$ cat src/rtl/alarm_pkg.sv
// Shared definitions for the alarm path: state encodings, digit maxima and small helpers.
// Used by alarm_ring and the alarm-setting stage.
package alarm_pkg;

  typedef enum logic [2:0] {
    StDisarmed = 3'd0,
    StArmed    = 3'd1,
    StRinging  = 3'd2,
    StSnooze   = 3'd3
  } alarm_state_e;

  // Digit ranges shared with the alarm-setting stage.
  localparam int unsigned HOUR_MAX = 11;
  localparam int unsigned TMIN_MAX = 5;
  localparam int unsigned MIN_MAX  = 9;

  localparam int unsigned LedW = 16;

  function automatic int unsigned max_u(input int unsigned a, input int unsigned b);
    return (a > b) ? a : b;
  endfunction

endpackage

$ cat src/rtl/flash_div.sv
// LED flash divider: toggles flash_o every HalfPeriod enabled cycles.
// A restart forces flash_o high and realigns the period.
module flash_div #(
  parameter int unsigned HalfPeriod = 4
) (
  input  logic clk_i,
  input  logic rst_i,
  input  logic en_i,
  input  logic restart_i,
  output logic flash_o
);

  localparam int unsigned CntW = (HalfPeriod > 1) ? $clog2(HalfPeriod) : 1;

  logic [CntW-1:0] cnt_q, cnt_d;
  logic            flash_q, flash_d;

  always_comb begin
    cnt_d   = cnt_q;
    flash_d = flash_q;
    if (restart_i) begin
      cnt_d   = '0;
      flash_d = 1'b1;
    end else if (en_i) begin
      if (cnt_q == CntW'(HalfPeriod - 1)) begin
        cnt_d   = '0;
        flash_d = ~flash_q;
      end else begin
        cnt_d = cnt_q + CntW'(1);
      end
    end
  end

  always_ff @(posedge clk_i) begin
    if (rst_i) begin
      cnt_q   <= '0;
      flash_q <= 1'b1;
    end else begin
      cnt_q   <= cnt_d;
      flash_q <= flash_d;
    end
  end

  assign flash_o = flash_q;

endmodule

$ cat src/rtl/alarm_ring.sv
// Alarm ringer: rings on the rising edge of an alarm/current-time match, with snooze,
// dismiss and timeout. Snooze support is built only when ALARM_SNOOZE_EN is defined.
module alarm_ring import alarm_pkg::*; #(
  parameter int unsigned sys_freq   = 100000000,
  parameter int unsigned FLASH_HZ   = 2,
  parameter int unsigned RING_SECS  = 60,
  parameter int unsigned SNOOZE_MIN = 5
) (
  input  logic        clk,
  input  logic        rst,
  input  logic [3:0]  al_hour,
  input  logic [3:0]  al_t_min,
  input  logic [3:0]  al_min,
  input  logic [3:0]  cur_hour,
  input  logic [3:0]  cur_t_min,
  input  logic [3:0]  cur_min,
  input  logic        sec_tick,
  input  logic        alarm_en,
  input  logic        center,
  input  logic        left,
  output logic        ring,
  output logic [15:0] led,
  output logic [2:0]  state
);

  localparam int unsigned FlashHalf  = sys_freq / (2 * FLASH_HZ);
  localparam int unsigned SnoozeSecs = SNOOZE_MIN * 60;
  localparam int unsigned SecMax     = max_u(RING_SECS, SnoozeSecs);
  localparam int unsigned SecW       = $clog2(SecMax + 1);

  alarm_state_e    state_q, state_d;
  logic            match, match_q, match_d, trig;
  logic [SecW-1:0] sec_cnt_q, sec_cnt_d;
  logic            counting;
  logic            ring_expired;
  logic            flash, flash_restart;

  assign match   = (al_hour == cur_hour) && (al_t_min == cur_t_min) && (al_min == cur_min);
  assign match_d = match;
  // Only a fresh match fires, so arming inside a matching minute stays quiet.
  assign trig    = match & ~match_q;

  assign ring_expired = sec_tick && (sec_cnt_q == SecW'(RING_SECS - 1));

`ifdef ALARM_SNOOZE_EN
  logic snooze_expired;
  assign snooze_expired = sec_tick && (sec_cnt_q == SecW'(SnoozeSecs - 1));
  assign counting       = (state_q == StRinging) || (state_q == StSnooze);
`else
  assign counting       = (state_q == StRinging);
`endif

  always_comb begin
    state_d = state_q;
    case (state_q)
      StDisarmed: begin
        if (alarm_en) state_d = StArmed;
      end
      StArmed: begin
        if (trig) state_d = StRinging;
      end
      StRinging: begin
        if (left) begin
          state_d = StArmed;
        end else if (center) begin
`ifdef ALARM_SNOOZE_EN
          state_d = StSnooze;
`else
          state_d = StArmed;
`endif
        end else if (ring_expired) begin
          state_d = StArmed;
        end
      end
`ifdef ALARM_SNOOZE_EN
      StSnooze: begin
        if (left) begin
          state_d = StArmed;
        end else if (snooze_expired) begin
          state_d = StRinging;
        end
      end
`endif
      default: state_d = StDisarmed;
    endcase
    if (!alarm_en) state_d = StDisarmed;
  end

  // Shared second counter: cleared on every state change, so it never wraps mid-state.
  always_comb begin
    sec_cnt_d = sec_cnt_q;
    if (state_d != state_q) begin
      sec_cnt_d = '0;
    end else if (counting && sec_tick) begin
      sec_cnt_d = sec_cnt_q + SecW'(1);
    end
  end

  always_ff @(posedge clk) begin
    if (rst) begin
      state_q   <= StDisarmed;
      match_q   <= 1'b0;
      sec_cnt_q <= '0;
    end else begin
      state_q   <= state_d;
      match_q   <= match_d;
      sec_cnt_q <= sec_cnt_d;
    end
  end

  assign flash_restart = (state_d == StRinging) && (state_q != StRinging);

  flash_div #(
    .HalfPeriod(FlashHalf)
  ) u_flash_div (
    .clk_i    (clk),
    .rst_i    (rst),
    .en_i     (state_q == StRinging),
    .restart_i(flash_restart),
    .flash_o  (flash)
  );

  assign ring  = (state_q == StRinging);
  assign led   = ring ? {LedW{flash}} : '0;
  assign state = state_q;

endmodule

$ cat config.mk
export PLATFORM = sky130hd
export DESIGN_NAME = alarm_ring
export DESIGN_NICKNAME = d
export VERILOG_FILES = /design/src/rtl/alarm_pkg.sv /design/src/rtl/flash_div.sv /design/src/rtl/alarm_ring.sv
export SDC_FILE = /design/constraint.sdc
export NUM_CORES = 1
export LEC_CHECK = 0
export CORE_MARGIN = 2
export CORE_UTILIZATION = 40
export CTS_BUF_LIST = sky130_fd_sc_hd__clkbuf_4 sky130_fd_sc_hd__clkbuf_8
export DETAILED_ROUTE_END_ITERATION = 10
export GPL_TIMING_DRIVEN = 0
export PLACE_DENSITY = 0.66
export SYNTH_ARGS = -nofsm -noshare
export SYNTH_HDL_FRONTEND = slang
export SYNTH_SLANG_ARGS = --single-unit
$ cat constraint.sdc
create_clock -name clk -period 1.9 [get_ports clk]
set_input_delay 0.57 -clock clk [delete_from_list [all_inputs] [get_ports clk]]
set_output_delay 0.57 -clock clk [all_outputs]
set_load 0.01 [all_outputs]
**Word level (Yosys, flattened, before mapping)**

Cells that the tools add are included.
W data, S select, Z words.

- Bits in registers: 39
- Bits of input ports: 30
- Output and inout port bits: 20
- Word-level logic and storage cells: 37

- Add/sub/neg operators: 2
- Equal/unequal tests: 10
- Multiplexer cells: 8
- Bitwise gates (word level): 3
- Reduce and logical (&&, ||, !) cells: 9

Operators by type and width:

| cell | number |
|---|---|
| $add A25 B1 Y25 const B | 1 |
| $eq A25 B25 Y1 const B | 1 |
| $mux W25 | 1 |
| $mux W16 | 1 |
| $mux W3 | 5 |
| $eq A4 B4 Y1 | 3 |
| $add A9 B1 Y9 const B | 1 |
| $eq A9 B6 Y1 const B | 1 |
| $pmux W3 S3 | 1 |
| $eq A3 B2 Y1 const B | 2 |
| $logic_and A1 B1 Y1 | 5 |
| $reduce_or A2 Y1 | 2 |
| $eq A3 B1 Y1 const B | 1 |
| $logic_not A3 Y1 | 1 |
| $ne A3 B2 Y1 const B | 1 |
| $ne A3 B3 Y1 | 1 |
| $not A1 Y1 | 2 |
| $reduce_and A2 Y1 | 1 |
| $and A1 B1 Y1 | 1 |

**Longest topological paths before layout**

- Depth after elaboration: 10
- Gate-level depth with buffers: 7

**Hierarchy**

Synthesis repeated with hierarchy kept, for this count alone.

- Cells, all modules: 251
- Area, all modules: 2202.1 um^2

By module, submodules not included:

| module | times used | cells each | area each (um^2) | seq. area each (um^2) |
|---|---|---|---|---|
| flash_div | 1 | 144 | 1231.2 | 520.5 |
| alarm_ring | 1 | 107 | 970.9 | 260.2 |

**Worst setup path before layout**

OpenSTA, ideal clock, no wires.

- Path type: reg2out
- Start point: reg state_q[1] (netlist: state[1])
- End point: out led[10]
- Data arrival time: 1.680 ns
- Data required time: 1.330 ns
- Path slack: -0.350 ns
- Stages on the path, launching flop included: 6
- Buffers on the path: 2
- Cells stage by stage: dfxtp_1 -> or3b_1 -> buf_6 -> inv_2 -> and2_1 -> buf_4

- Longest elaborated chain between the ends: 2

Ends and longest elaborated chain:

| element | RTL line | text |
|---|---|---|
| start: declaration | alarm_ring.sv:31 | `alarm_state_e state_q, state_d;` |
| start signal: assignment | alarm_ring.sv:101 | `state_q <= StDisarmed;` |
| start signal: assignment | alarm_ring.sv:105 | `state_q <= state_d;` |
| $eq A3 B2 Y1 | alarm_ring.sv:123 | `assign ring = (state_q == StRinging);` |
| named net ring | alarm_ring.sv:21 | `output logic ring,` |
| $mux W16 | alarm_ring.sv:124 | `assign led = ring ? {LedW{flash}} : '0;` |
| end: declaration | alarm_ring.sv:22 | `output logic [15:0] led,` |

The timed path passes the listed nets, and every way through them passes these cells.

**Final worst setup path**

- Start point: reg state_q[0] (netlist: state[0])
- End point: out led[10]

- Longest elaborated chain between the ends: 2

Ends and longest elaborated chain:

| element | RTL line |
|---|---|
| $eq A3 B2 Y1 | alarm_ring.sv:123 |
| $mux W16 | alarm_ring.sv:124 |

No other way between the ends.

==> results.md <==
- I/O Buffers: 49
- Synth Flop Type: dfxtp_1
- Hold EP: u_flash_div.cnt_q[1]$_SDFFE_PP0P_
- Clk sinks: 39
- FP Rows: 26
- Worst path arrival time: 1650 ps
- Fmax achieved: 451.0 MHz
- Hold_buf cts: 0
- Max cap viols: 0
- Final GP Congestion: 0.8464
- Critical path class: reg -> out
- First-pass GRT wire length: 8349 um
- Post-synth EDFFs: 0
- Number of fill cells: 468
- Share of post-route cells with drive strength above 1: 0.3075
- Final period util: 1.167
- Cells after Synth: 243
- Via-to-Cell Ratio: 4.964
- Commonest non-fill, non-tap cell in the layout: xor2_1
- Clock transition at the registers of the reported paths: 80 ps
- Die area: 5884 um^2
- Final Hold Fails: 0
- First DRT Iteration DRCs: 95
- Reg-to-reg setup timing slack: 100 ps
- Most frequent cells in the layout: xor2_1 (34), dfxtp_1 (33), buf_6 (32)
- Maximum vdd drop: 604.0 uV
- Reg-to-reg endpoint: sec_cnt_q[8]$_SDFFE_PP0P_
- Hold depth: 2
- Worst Slack Setup Final: -317.2 ps
- Synth area leaders: dfxtp_1 (37%), xor2_1 (15%), nor2_1 (6.4%)
- Unique masters post-synth: 42
- Register area share after synthesis: 0.3692
- Antenna violations before repair: 0
- Clk_lat worst skew: 300 ps
- Data required time of the worst path: 1330 ps
- Die H: 76.71 um
- Worst r2r src: state[0]$_SDFF_PP0_
- Synthesized area: 2115 um^2
- Max Fanout on Critical Path: 7
- Hold path start: u_flash_div.cnt_q[1]$_SDFFE_PP0P_
- Startpoint types: register
- # IOs: 50
- Die Width: 76.71 um
- Synth top area share: 0.3692
- Largest net degree at the start of global routing: 14
- Antenna viol nets, final: 0
- Layout area overhead: 48.88%
- Antenna Cells: 0
- Tightest Hold Check Type: reg -> reg
- Total CTS buffers: 5
- Worst r2r path cells: 7
- Post-Route WL: 5007 um
- Core Area: 5107 um^2
- Detail Placement HPWL: 3235 um
- Syn_area_per_cell: 8.702 um^2
- Place WS: -762.6 ps
- Vias in the first global route: 1819
- Clock tree buffer depth: 2
- Clock skew: 6.889 ps
- Gr ovfl total: 0
- Outcome: finished with violations
- # nets final: 353
- H-tree levels: 2
- Failing checks: setup timing
- Yosys top cell by area: dfxtp_1
- Hold slack: 477.9 ps
- CTS tree: done
- Drt pass-1 iters: 4
- Wirelength per Cell: 12.77 um
- RSZ-0062 raised after global routing: yes
- Residual DRC count: 0
- Element type at the critical path end: output port
- Leak: 1.295 nW
- Synth Register Bits: 39
- Syn Nets: 275
- GRT Total Usage: 0.1721
- Initial Util: 0.4140
- Final Setup Violations: 17
- Routed via count: 1946
- Syn. warnings: 0
- Pwr dens: 484.7 nW/um^2
- Fin. max-slew vios: 0
- Clk root buf: clkbuf_8
- Post-synth ARST share: 0
- Final min period: 2217 ps
[registers in the layout (all words and copies together) (netlist names)]
signal	cells
u_flash_div.cnt_q	25
state	3
u_flash_div.flash_o	1
match_q	1
sec_cnt_q	9
[routing by layer]
| metal | wire, um | vias up | GRT usage | part of all wire |
|---|---|---|---|---|
| li1 | - | 987 | - | - |
| met5 | 0 | - | 0 | 0 |
| met2 | 2359 | 44 | 0.2807 | 0.47 |
| met4 | 95 | 0 | 0.07091 | 0.019 |
| met1 | 2285 | 908 | 0.2169 | 0.46 |
| met3 | 266 | 7 | 0.04235 | 0.053 |
[cell type report]
cell class | count | area, um^2 | area share
buffer | 18 | 172.7 | 0.05485
clock buffer | 5 | 68.82 | 0.02186
clock inverter | 3 | 20.02 | 0.006359
inverter | 5 | 26.28 | 0.008347
multi-input combinational | 182 | 1294 | 0.4110
sequential | 39 | 795.8 | 0.2528
tap | 70 | 87.58 | 0.02782
timing repair buffer | 70 | 683.2 | 0.2170
[repair_timing]
| action | 4_1_cts | 5_1_grt |
|---|---|---|
| pin swaps | 20 | 18 |
| resized for setup | 124 | 46 |
| buffers inserted | 13 | 5 |
| gates cloned | 2 | 2 |
| setup endpoints to repair | 54 | 50 |
[worst max path at each step]
| stage | startpoint | to | slack (ps) | cells after the start |
|---|---|---|---|---|
| floorplan | state[0]$_SDFF_PP0_ | led[10] | -8 | 5 |
| global placement | cur_t_min[1] | sec_cnt_q[6]$_SDFFE_PP0P_ | -710 | 6 |
| detailed placement | cur_min[1] | sec_cnt_q[5]$_SDFFE_PP0P_ | -760 | 6 |
| CTS | state[2]$_SDFF_PP0_ | led[9] | -330 | 7 |
| global route | state[2]$_SDFF_PP0_ | led[10] | -370 | 7 |
| finish | state[0]$_SDFF_PP0_ | led[10] | -320 | 7 |
[synthesized netlist by cell type, types with 2 or more instances]
| cell | n |
|---|---|
| dfxtp_1 | 39 |
| buf_4 | 17 |
| inv_1 | 4 |
| and3_1 | 7 |
| nor4b_1 | 4 |
| nor4_1 | 5 |
| nand4_1 | 11 |
| ha_1 | 2 |
| and4_1 | 4 |
| nor3_1 | 4 |
| xnor2_1 | 8 |
| xor2_1 | 36 |
| nand4b_1 | 2 |
| nand3_1 | 17 |
| nand2_1 | 17 |
| a21oi_1 | 5 |
| nor2_1 | 36 |
[critical path, stage by stage, from the launching register on]
cell	delay, ps
dfxtp_4	350
or3b_1	360
buf_6	140
inv_8	50
and2_4	180
buf_6	110
buf_6	80
buf_6	90
[metrics by stage]
step | area, um^2 | utilization | TNS, ps | cells | total power, mW
5_1_grt | 3148 | 0.6164 | -5135 | 392 | 1.593
4_1_cts | 2990 | 0.5855 | -4446 | 385 | 1.521
3_3_place_gp | 2700 | 0.5287 | -32970 | 362 | 0.9609
3_5_place_dp | 2700 | 0.5287 | -34150 | 362 | 0.9629
6_report | 3148 | 0.6164 | -4193 | 392 | 1.526
2_1_floorplan | 2122 | - | -122.4 | 243 | 0.8816
[power by group]
part	switching (mW)	total, mW	leakage (nW)	internal, mW
clock network	0.310	0.566	0.0402	0.255
logic	0.0624	0.144	0.937	0.0817
registers	0.000959	0.816	0.318	0.815
[cells by family (layout without fill, tap and decap cells)]
logic type / after synthesis / after routing / synth area share
compound gates: 13 / 13 / 0.04733
xor+xnor: 44 / 44 / 0.1822
fa+ha+maj: 2 / 2 / 0.01183
buf+inv: 23 / 101 / 0.07455
flops: 39 / 39 / 0.3692
other cells: 1 / 1 / 0.001773
simple gates: 121 / 122 / 0.3130
No activity file was read; power rests on OpenSTA's default activity.
